## config.mk

```make
export PLATFORM = sky130hd
export DESIGN_NAME = memory_access
export DESIGN_NICKNAME = d
export VERILOG_FILES = /design/src/rtl/memory_access_pkg.sv /design/src/rtl/memory_access_load_align.sv /design/src/rtl/memory_access.sv
export SDC_FILE = /design/constraint.sdc
export NUM_CORES = 1
export LEC_CHECK = 0
export ABC_AREA = 1
export CAP_MARGIN = 20
export CORE_AREA = 5 5 135 137
export CTS_BUF_LIST = sky130_fd_sc_hd__clkbuf_16
export CTS_CLUSTER_DIAMETER = 120
export DETAILED_ROUTE_END_ITERATION = 8
export DIE_AREA = 0 0 140 142
export PLACE_DENSITY_LB_ADDON = 0.2
export SYNTH_ARGS = -nofsm -noshare
export SYNTH_HDL_FRONTEND = slang
export SYNTH_SLANG_ARGS = --single-unit
```

## constraint.sdc

```tcl
create_clock -name clk -period 2.3 [get_ports clk]
set_input_delay 0.345 -clock clk [delete_from_list [all_inputs] [get_ports clk]]
set_output_delay 0.345 -clock clk [all_outputs]
set_load 0.005 [all_outputs]
```

## src/rtl/memory_access_pkg.sv

```systemverilog
// -----------------------------------------------------------------------------
// memory_access_pkg
//
// Definitions shared by the memory-access stage and its load alignment
// sub-module:
//   - funct3 access size/sign codes (B, H, W, BU, HU)
//   - WB_MEM_SEL, the writeback-select value that marks a load
//   - FSM state encoding for the bus handshake
//   - store lane helpers (byte-enable mask and lane-replicated write data)
//
// Optional feature macro used by the stage: MISALIGN_TRAP_EN.
// -----------------------------------------------------------------------------
package memory_access_pkg;

    // Access size / sign codes carried in funct3.
    localparam logic [2:0] F3_B  = 3'b000;
    localparam logic [2:0] F3_H  = 3'b001;
    localparam logic [2:0] F3_W  = 3'b010;
    localparam logic [2:0] F3_BU = 3'b100;
    localparam logic [2:0] F3_HU = 3'b101;

    // Writeback select value meaning "result comes from data memory".
    localparam logic [1:0] WB_MEM_SEL = 2'b01;

    // Bus handshake states.
    typedef enum logic {
        ST_IDLE = 1'b0,
        ST_BUSY = 1'b1
    } state_e;

    // Byte-enable mask for an access. Only funct3[1:0] carries the size, so
    // the unsigned load codes produce the same lane mask as their signed
    // counterparts.
    function automatic logic [3:0] store_be(input logic [2:0] funct3,
                                            input logic [1:0] addr_lo);
        logic [3:0] be;
        case (funct3[1:0])
            2'b00:   be = 4'b0001 << addr_lo;
            2'b01:   be = 4'b0011 << {addr_lo[1], 1'b0};
            default: be = 4'b1111;
        endcase
        return be;
    endfunction

    // Store data replicated across all lanes so the byte enables alone pick
    // which lanes the memory actually writes.
    function automatic logic [31:0] store_wdata(input logic [2:0]  funct3,
                                                input logic [31:0] data);
        logic [31:0] wdata;
        case (funct3[1:0])
            2'b00:   wdata = {4{data[7:0]}};
            2'b01:   wdata = {2{data[15:0]}};
            default: wdata = data;
        endcase
        return wdata;
    endfunction

endpackage : memory_access_pkg

```

## src/rtl/memory_access_load_align.sv

```systemverilog
// -----------------------------------------------------------------------------
// memory_access_load_align  (load_align sub-module of memory_access)
//
// Purely combinational load formatter: picks the addressed byte or halfword
// out of the 32-bit read word and sign- or zero-extends it according to
// funct3. Words pass through unchanged.
//
// Ports:
//   funct3   in   3   access size / sign code
//   addr_lo  in   2   low address bits selecting the lane
//   rdata    in  32   raw word returned by data memory
//   data     out 32   aligned and extended load result
// -----------------------------------------------------------------------------
module memory_access_load_align
    import memory_access_pkg::*;
(
    input  logic [2:0]  funct3,
    input  logic [1:0]  addr_lo,
    input  logic [31:0] rdata,
    output logic [31:0] data
);

    logic [7:0]  byte_sel;
    logic [15:0] half_sel;

    // NOTE: every signal written in an always_comb block gets a value on
    // every path (a default or a full case); a missed path infers a latch.
    always_comb begin
        case (addr_lo)
            2'd0:    byte_sel = rdata[7:0];
            2'd1:    byte_sel = rdata[15:8];
            2'd2:    byte_sel = rdata[23:16];
            default: byte_sel = rdata[31:24];
        endcase

        // A halfword lane is chosen by addr_lo[1]; addr_lo[0] is ignored,
        // which truncates a misaligned halfword address.
        half_sel = addr_lo[1] ? rdata[31:16] : rdata[15:0];

        case (funct3)
            F3_B:    data = {{24{byte_sel[7]}}, byte_sel};
            F3_BU:   data = {24'b0, byte_sel};
            F3_H:    data = {{16{half_sel[15]}}, half_sel};
            F3_HU:   data = {16'b0, half_sel};
            default: data = rdata;
        endcase
    end

endmodule : memory_access_load_align

```

## src/rtl/memory_access.sv

```systemverilog
// -----------------------------------------------------------------------------
// memory_access
//
// Memory stage of the pipeline. Issues loads and stores to a data memory with
// a req/ack handshake, stalls upstream while waiting for a slow ack, aborts
// an access that waits too long, and registers the writeback-stage values.
//
// Parameter:
//   ACK_TIMEOUT     BUSY cycles without dmem_ack before abort (1..255)
//
// Optional feature (compile-time macro MISALIGN_TRAP_EN):
//   defined   - misaligned H/HU/W accesses issue no bus request, pulse
//               misalign_fault for one cycle and write a bubble
//   undefined - port misalign_fault absent; low address bits are truncated
//
// Ports:
//   clk, rst_n                 clock, asynchronous active-low reset
//   alu_in, rs2_in             effective address / ALU result, store data
//   funct3_in                  access size / sign
//   mem_write_in               store request
//   reg_write_in, rd_addr_in   destination write enable and register
//   wb_mux_in                  writeback select (WB_MEM_SEL marks a load)
//   pc_in                      instruction PC
//   dmem_req/we/addr/be/wdata  data memory request side
//   dmem_ack, dmem_rdata       data memory response (rdata valid with ack)
//   stall                      hold all upstream pipeline registers
//   forward_mem                combinational copy of alu_in for forwarding
//   *_wb                       registered writeback-stage values
//   bus_error                  one-cycle pulse after a timeout abort
//   misalign_fault             one-cycle pulse after a misaligned access
//                              (MISALIGN_TRAP_EN only)
// -----------------------------------------------------------------------------
module memory_access
    import memory_access_pkg::*;
#(
    parameter int unsigned ACK_TIMEOUT = 255
) (
    input  logic        clk,
    input  logic        rst_n,

    input  logic [31:0] alu_in,
    input  logic [31:0] rs2_in,
    input  logic [2:0]  funct3_in,
    input  logic        mem_write_in,
    input  logic        reg_write_in,
    input  logic [4:0]  rd_addr_in,
    input  logic [1:0]  wb_mux_in,
    input  logic [31:0] pc_in,

    output logic        dmem_req,
    output logic        dmem_we,
    output logic [31:0] dmem_addr,
    output logic [3:0]  dmem_be,
    output logic [31:0] dmem_wdata,
    input  logic        dmem_ack,
    input  logic [31:0] dmem_rdata,

    output logic        stall,
    output logic [31:0] forward_mem,

    output logic [4:0]  rd_addr_wb,
    output logic        reg_write_wb,
    output logic [1:0]  wb_mux_wb,
    output logic [31:0] alu_wb,
    output logic [31:0] load_wb,
    output logic [31:0] pc_wb,

`ifdef MISALIGN_TRAP_EN
    output logic        misalign_fault,
`endif
    output logic        bus_error
);

    // Timeout counter: 8 bits covers the full legal ACK_TIMEOUT range. The
    // abort fires in the BUSY cycle where the count would reach ACK_TIMEOUT.
    localparam logic [7:0] TIMEOUT_LAST = 8'(ACK_TIMEOUT - 1);

    // -------------------------------------------------------------------------
    // State
    // -------------------------------------------------------------------------
    state_e      state_q,        state_d;
    logic [7:0]  cnt_q,          cnt_d;
    logic        bus_error_q,    bus_error_d;
    logic [4:0]  rd_addr_wb_q,   rd_addr_wb_d;
    logic        reg_write_wb_q, reg_write_wb_d;
    logic [1:0]  wb_mux_wb_q,    wb_mux_wb_d;
    logic [31:0] alu_wb_q,       alu_wb_d;
    logic [31:0] load_wb_q,      load_wb_d;
    logic [31:0] pc_wb_q,        pc_wb_d;

    // -------------------------------------------------------------------------
    // Access decode
    // -------------------------------------------------------------------------
    logic        mem_op;      // instruction is a load or a store
    logic        misalign;    // memory op with an illegal alignment (trapped)
    logic        access;      // memory op that goes to the bus
    logic        busy;
    logic        timeout;
    logic        req_int;
    logic        stall_int;
    logic [31:0] load_data;

    assign mem_op = mem_write_in | (wb_mux_in == WB_MEM_SEL);

`ifdef MISALIGN_TRAP_EN
    logic misalign_q, misalign_d;

    assign misalign = mem_op &
                      ((((funct3_in == F3_H) || (funct3_in == F3_HU)) && alu_in[0]) ||
                       ((funct3_in == F3_W) && (alu_in[1:0] != 2'b00)));
    assign misalign_fault = misalign_q;
`else
    assign misalign = 1'b0;
`endif

    assign access  = mem_op & ~misalign;
    assign busy    = (state_q == ST_BUSY);

    // A late ack in the final allowed cycle still completes the access.
    assign timeout = busy & ~dmem_ack & (cnt_q == TIMEOUT_LAST);

    // Upstream is frozen while BUSY, so the request fields below come
    // straight from the (held) inputs in both states.
    assign req_int   = busy | access;

    // The timeout cycle releases the stall so the aborted instruction leaves
    // the stage; otherwise the same access would re-issue from IDLE.
    assign stall_int = req_int & ~dmem_ack & ~timeout;

    // Reset forces the handshake quiet at once, even though the inputs may
    // still present an access while rst_n is low.
    assign dmem_req    = rst_n & req_int;
    assign stall       = rst_n & stall_int;
    assign dmem_we     = dmem_req & mem_write_in;
    assign dmem_addr   = {alu_in[31:2], 2'b00};
    assign dmem_be     = dmem_req ? store_be(funct3_in, alu_in[1:0]) : 4'b0000;
    assign dmem_wdata  = store_wdata(funct3_in, rs2_in);
    assign forward_mem = alu_in;

    // -------------------------------------------------------------------------
    // Load formatting
    // -------------------------------------------------------------------------
    memory_access_load_align u_load_align (
        .funct3  (funct3_in),
        .addr_lo (alu_in[1:0]),
        .rdata   (dmem_rdata),
        .data    (load_data)
    );

    // -------------------------------------------------------------------------
    // Next-state logic
    // -------------------------------------------------------------------------
    always_comb begin
        state_d     = state_q;
        cnt_d       = cnt_q;
        bus_error_d = 1'b0;

        case (state_q)
            ST_IDLE: begin
                if (access && !dmem_ack) begin
                    state_d = ST_BUSY;
                    cnt_d   = '0;
                end
            end
            ST_BUSY: begin
                if (dmem_ack || timeout) begin
                    state_d     = ST_IDLE;
                    bus_error_d = timeout;
                end else begin
                    cnt_d = cnt_q + 8'd1;
                end
            end
            default: state_d = ST_IDLE;
        endcase
    end

    // Writeback fields always follow the inputs; only the write enable is
    // qualified. A stalled, aborted or trapped instruction becomes a bubble.
    always_comb begin
        rd_addr_wb_d   = rd_addr_in;
        wb_mux_wb_d    = wb_mux_in;
        alu_wb_d       = alu_in;
        pc_wb_d        = pc_in;
        load_wb_d      = load_data;
        reg_write_wb_d = reg_write_in & ~stall_int & ~timeout & ~misalign;
    end

`ifdef MISALIGN_TRAP_EN
    assign misalign_d = misalign;
`endif

    // -------------------------------------------------------------------------
    // Registers
    // -------------------------------------------------------------------------
    // NOTE: sequential state is updated with non-blocking assignments only, so
    // every flop samples the pre-edge value of every other flop.
    // NOTE: every flop here, including the wide writeback data, is reset: the
    // writeback outputs must read zero straight out of reset.
    always_ff @(posedge clk or negedge rst_n) begin
        if (!rst_n) begin
            state_q        <= ST_IDLE;
            cnt_q          <= '0;
            bus_error_q    <= 1'b0;
            rd_addr_wb_q   <= '0;
            reg_write_wb_q <= 1'b0;
            wb_mux_wb_q    <= '0;
            alu_wb_q       <= '0;
            load_wb_q      <= '0;
            pc_wb_q        <= '0;
`ifdef MISALIGN_TRAP_EN
            misalign_q     <= 1'b0;
`endif
        end else begin
            state_q        <= state_d;
            cnt_q          <= cnt_d;
            bus_error_q    <= bus_error_d;
            rd_addr_wb_q   <= rd_addr_wb_d;
            reg_write_wb_q <= reg_write_wb_d;
            wb_mux_wb_q    <= wb_mux_wb_d;
            alu_wb_q       <= alu_wb_d;
            load_wb_q      <= load_wb_d;
            pc_wb_q        <= pc_wb_d;
`ifdef MISALIGN_TRAP_EN
            misalign_q     <= misalign_d;
`endif
        end
    end

    assign bus_error    = bus_error_q;
    assign rd_addr_wb   = rd_addr_wb_q;
    assign reg_write_wb = reg_write_wb_q;
    assign wb_mux_wb    = wb_mux_wb_q;
    assign alu_wb       = alu_wb_q;
    assign load_wb      = load_wb_q;
    assign pc_wb        = pc_wb_q;

endmodule : memory_access

```

Word level (Yosys, flattened, before mapping)

Cells that the tools add are included.
Widths: inputs -> output; s select.

Word-level logic and storage cells: 58
Register bits after elaboration: 114

Reductions and logical operators: 7
Muxes and demuxes: 14
Add/sub/neg operators: 1
Bitwise logic cells: 15
Equality and inequality tests: 10
Shift-type cells: 2

Operator list:

| cell                | count |
|---|---|
| $pmux 32 s4         | 1 |
| $pmux 32 s2         | 1 |
| $pmux 8 s3          | 1 |
| $mux 16             | 1 |
| $mux 8              | 2 |
| $pmux 8 s2          | 1 |
| $and 1x1->1         | 9 |
| $add 8x1->8 const B | 1 |
| $eq 8x8->1 const B  | 1 |
| $pmux 4 s2          | 1 |
| $eq 2x1->1 const B  | 3 |
| $eq 3x3->1 const B  | 2 |
| $logic_not 2->1     | 2 |
| $mux 1              | 4 |
| $mux 4              | 1 |
| $ne 2x2->1 const B  | 2 |
| $not 1->1           | 4 |
| $shl 1x2->4 const A | 1 |
| $shl 2x2->4 const A | 1 |
| $eq 3x1->1 const B  | 1 |
| $logic_not 3->1     | 1 |
| $eq 2x2->1 const B  | 1 |
| $or 1x1->1          | 2 |
| $pmux 1 s2          | 1 |
| 4 further kinds     | 4 |

Depth between registers and ports, before layout

Depth after elaboration: 8
Mapped depth: 9

Cells and area by module

A second synthesis with hierarchy kept.

Cell total of the unflattened synthesis: 547
Area total of the unflattened synthesis: 5046.1 µm²

Modules (own cells, without submodules):

| module                   | sequential area each (µm²) | area an instance (µm²) | cells an instance | instances |
|---|---|---|---|---|
| memory_access            | 2852.7                     | 4150.2                 | 355               | 1 |
| memory_access_load_align | 0.0                        | 895.9                  | 192               | 1 |

Worst setup path before layout

No wires, ideal clock.

Kind: reg-to-output
From: reg cnt_q[0]
To: out stall
Data arrival time: 1127 ps
Path slack: 828 ps
Stages on the path, launching flop included: 9
Buffers on the path: 1
Data required time: 1955 ps
Path through: dfrtp_1 -> inv_1 -> ha_1 -> nand2_1 -> nor2_1 -> nand2_1 -> nand2_2 -> buf_6 -> nor2_1

Longest elaborated chain between the ends: 5

Ends and longest elaborated chain:

| what                   | line                 | RTL |
|---|---|---|
| start, declared        | memory_access.sv:82  | `logic [7:0] cnt_q, cnt_d;` |
| start signal, assigned | memory_access.sv:215 | `cnt_q <= cnt_d;` |
| $eq 8x8->1             | memory_access.sv:120 | `assign timeout = busy & ~dmem_ack & (cnt_q == TIMEOUT_LAST);` |
| $and 1x1->1            | memory_access.sv:120 |  |
| $not 1->1              | memory_access.sv:128 | `assign stall_int = req_int & ~dmem_ack & ~timeout;` |
| $and 1x1->1            | memory_access.sv:128 |  |
| $and 1x1->1            | memory_access.sv:133 | `assign stall = rst_n & stall_int;` |
| end, declared          | memory_access.sv:58  | `output logic stall,` |

Every way passes these cells.

Final worst setup path

From: in funct3_in[1]
To: out dmem_wdata[28]

Longest elaborated chain between the ends: 2

Ends and longest elaborated chain:

| what                                          | line                    | RTL |
|---|---|---|
| start, declared                               | memory_access.sv:43     | `input logic [2:0] funct3_in,` |
| $eq 2x1->1 or $logic_not 2->1 (tied branches) | memory_access_pkg.sv:50 | `case (funct3[1:0])` |
| $pmux 32 s2 *                                 | memory_access_pkg.sv:50 |  |
| end, declared                                 | memory_access.sv:54     | `output logic [31:0] dmem_wdata,` |

Every way passes the cells marked *; elsewhere a longest branch is shown, timed or not.

==> impl_metrics.json <==
{
  "outcome": "finished, final reports clean",
  "cts.hold.buffers_added": 0,
  "p_switching_uw": 1363,
  "finalWirelength_um": 17990,
  "mappedNetlistArea_um2": 4826,
  "worst_slew_pin_slew_ns": 0.7292,
  "io_buffers": 348,
  "power_frac_comb": 0.185,
  "cts_buffers": 17,
  "r2r_end": "cnt_q[4]",
  "firstDrtPassIters": 4,
  "pre_cts_ws_ns": -0.1686,
  "seq_power_share": 0.362,
  "drive_gt1_frac": 0.1127,
  "grt_overflow": 0,
  "crit_fanout": 8,
  "cts_root_buffer": "clkbuf_16",
  "cts.sinks": 114,
  "setup_ws_ns": 0.1197,
  "drt-initial-drc-count": 142,
  "track_usage": 0.1792,
  "initial_core_util": 0.2849,
  "powerDensity_nw_per_um2": 677.1,
  "maxSlewViolCount": 0,
  "fin_tns_setup_ns": 0,
  "ir_drop_uv": 482.2,
  "cp.arrival_ns": 1.84,
  "final_util": 0.5223,
  "register_area_um2": 2853,
  "area_growth_syn_to_layout_pct": 83.30,
  "final_antenna_net_count": 0,
  "nFillCells": 1544,
  "max_freq_mhz": 458.6,
  "finalHoldViolations": 0,
  "hold-worst-slack_ns": 0.1101,
  "via_per_inst": 4.299,
  "via_count": 4368,
  "final_common_cell": "clkdlybuf4s50_1",
  "power_frac_clock": 0.453,
  "relSlewSlack": 0.5138,
  "clk_pin_slew_ns": 0.06,
  "multi_input_area_um2": 1207,
  "end_kind": "output pin",
  "avgSynthCellArea_um2": 10.36,
  "die_h_um": 142,
  "synth_seq_cells": 114,
  "rows": 48,
  "cap_violations": 0,
  "p_leak_uw": 0.003977,
  "skew_ns": 0.006050,
  "clk_latency_ns": 0.41,
  "r2r_start": "cnt_q[0]",
  "grt_pass1_wl_um": 27240,
  "grt_pass1_vias": 4648,
  "layout_min_cycle_time_ns": 2.180,
  "h-tree-depth": 4,
  "critPathKind": "in -> out",
  "antenna_found_initial": 2,
  "cts_tree": "done",
  "synth-warning-count": 0,
  "post-route-period-util": 0.9480,
  "startpoint": "funct3_in[1]",
  "startpoint_type": "primary input",
  "setup_viol": 0,
  "nets": 923,
  "coreArea_um2": 16940,
  "die_w_um": 140,
  "dpl.hpwl_um": 14880,
  "max-clock-path-buffers": 2,
  "grt_max_degree": 60,
  "fp.dieArea_um2": 19880,
  "p_int_uw": 4627,
  "ys_types": 32,
  "required_ns": 1.96,
  "ys_seq_area_frac": 0.5911,
  "synthCells": 466,
  "rsz0062_at_grt": "false",
  "drcViolationCount": 0,
  "p_sw_frac": 0.2275,
  "r2r_cells": 10,
  "layout_common_cells": "339 x clkdlybuf4s50_1, 116 x nand2_1, 114 x dfrtp_1",
  "place.gp.congestion": 0.9232,
  "drt-wirelength-per-cell_um": 17.70,
  "holdCritPathClass": "in -> async",
  "ios": 351,
  "rrSetupSlack_ns": 0.85,
  "final_cell_area_um2": 8846,
  "postPlaceCellArea_um2": 8199
}
## routing by layer
metal | track usage | vias up | routed length, um
met2 | 0.3376 | 237 | 9793
met4 | 0.05711 | 2 | 359
met1 | 0.1786 | 2062 | 6178
met5 | 0 | - | 7
li1 | - | 2044 | -
met3 | 0.07560 | 23 | 1647
## worst max-delay path: stages
cell and delay (ns):
dlygate4sd2_1 0.28, buf_4 0.17, nor2_8 0.17, buf_12 0.13, nand2_1 0.05, o211ai_1 0.12, clkdlybuf4s50_1 0.56
## cell usage after synthesis
cell	instances	area [um^2]
xor2_1	3	26.28
nand2_4	1	11.26
a21oi_1	3	15.01
inv_2	2	7.510
nand2_1	117	439.2
conb_1	1	3.750
a31oi_1	1	6.260
nand3_4	1	17.52
inv_1	36	135.1
o211ai_1	21	157.7
buf_6	4	45.04
nor2_1	14	52.55
o21bai_1	1	7.510
o22ai_2	1	12.51
nor2_8	1	20.02
nand2_2	2	12.51
nor2_2	3	18.77
o211ai_2	2	25.02
or2_2	1	6.260
buf_4	75	563.0
o21ai_0	11	55.05
nor2_4	2	22.52
ha_1	2	25.02
inv_4	1	6.260
nand3_1	20	100.1
buf_2	2	10.01
clkbuf_1	4	15.01
dfrtp_1	114	2853
nand3_2	9	90.09
o21ai_1	3	15.01
o22ai_1	7	43.79
a211oi_1	1	7.510
## power by group through the flow
stage | Combinational (uW) | Sequential (uW) | Clock (uW)
4_1_cts | 1130 | 2170 | 2790
3_5_place_dp | 1120 | 2210 | 0
5_1_grt | 1200 | 2180 | 2880
6_report | 1110 | 2170 | 2710
2_1_floorplan | 303 | 2220 | 0
3_3_place_gp | 1110 | 2200 | 0
## cell type report
cell class                      count  area share
Timing Repair Buffer              377      0.4228
Sequential cell                   114      0.3225
Multi-Input combinational cell    229      0.1365
Clock buffer                       17     0.04809
Tap cell                          225     0.03182
Clock inverter                     14     0.02122
Inverter                           39     0.01683
Antenna cell                        1   0.0002829
## timing repair
| item | 4_1_cts | 5_1_grt |
|---|---|---|
| gates resized for setup | 8 | 6 |
| endpoints found under the setup margin | 20 | 5 |
| buffers inserted | 2 | 0 |
## registers in the layout, summed over array words and instances (netlist names)
register / cells
rd_addr_wb: 5
pc_wb: 32
bus_error: 1
wb_mux_wb: 2
reg_write_wb: 1
load_wb: 32
cnt_q: 8
busy: 1
alu_wb: 32
## through the flow
stage | std cells | power, uW
6_report | 1016 | 5990
5_1_grt | 1016 | 6267
4_1_cts | 1015 | 6091
3_5_place_dp | 982 | 3326
3_3_place_gp | 982 | 3314
2_1_floorplan | 467 | 2524
## cell families (layout without fill, tap and decap cells)
kind of cell	count (synthesis)	after routing	share of synthesized area
buffers and inverters	124	447	0.1620
and+or+nand+nor	171	171	0.1639
adders and majority gates	2	2	0.005185
xor gates and xnor gates	3	3	0.005446
DFF	114	114	0.5911
AOI/OAI and AO/OA	51	51	0.07156
other	1	3	0.0007771
## worst max path at each step
stage / to / slack, ns / cells past startpoint
after floorplan: stall / 0.83 / 8
after global placement: dmem_wdata[9] / -0.11 / 7
after detailed placement: dmem_wdata[13] / -0.17 / 6
after CTS: dmem_be[1] / 0.02 / 7
after global routing: dmem_wdata[28] / 0.02 / 7
final: dmem_wdata[28] / 0.12 / 7
Power figures use the tool's default switching activity.
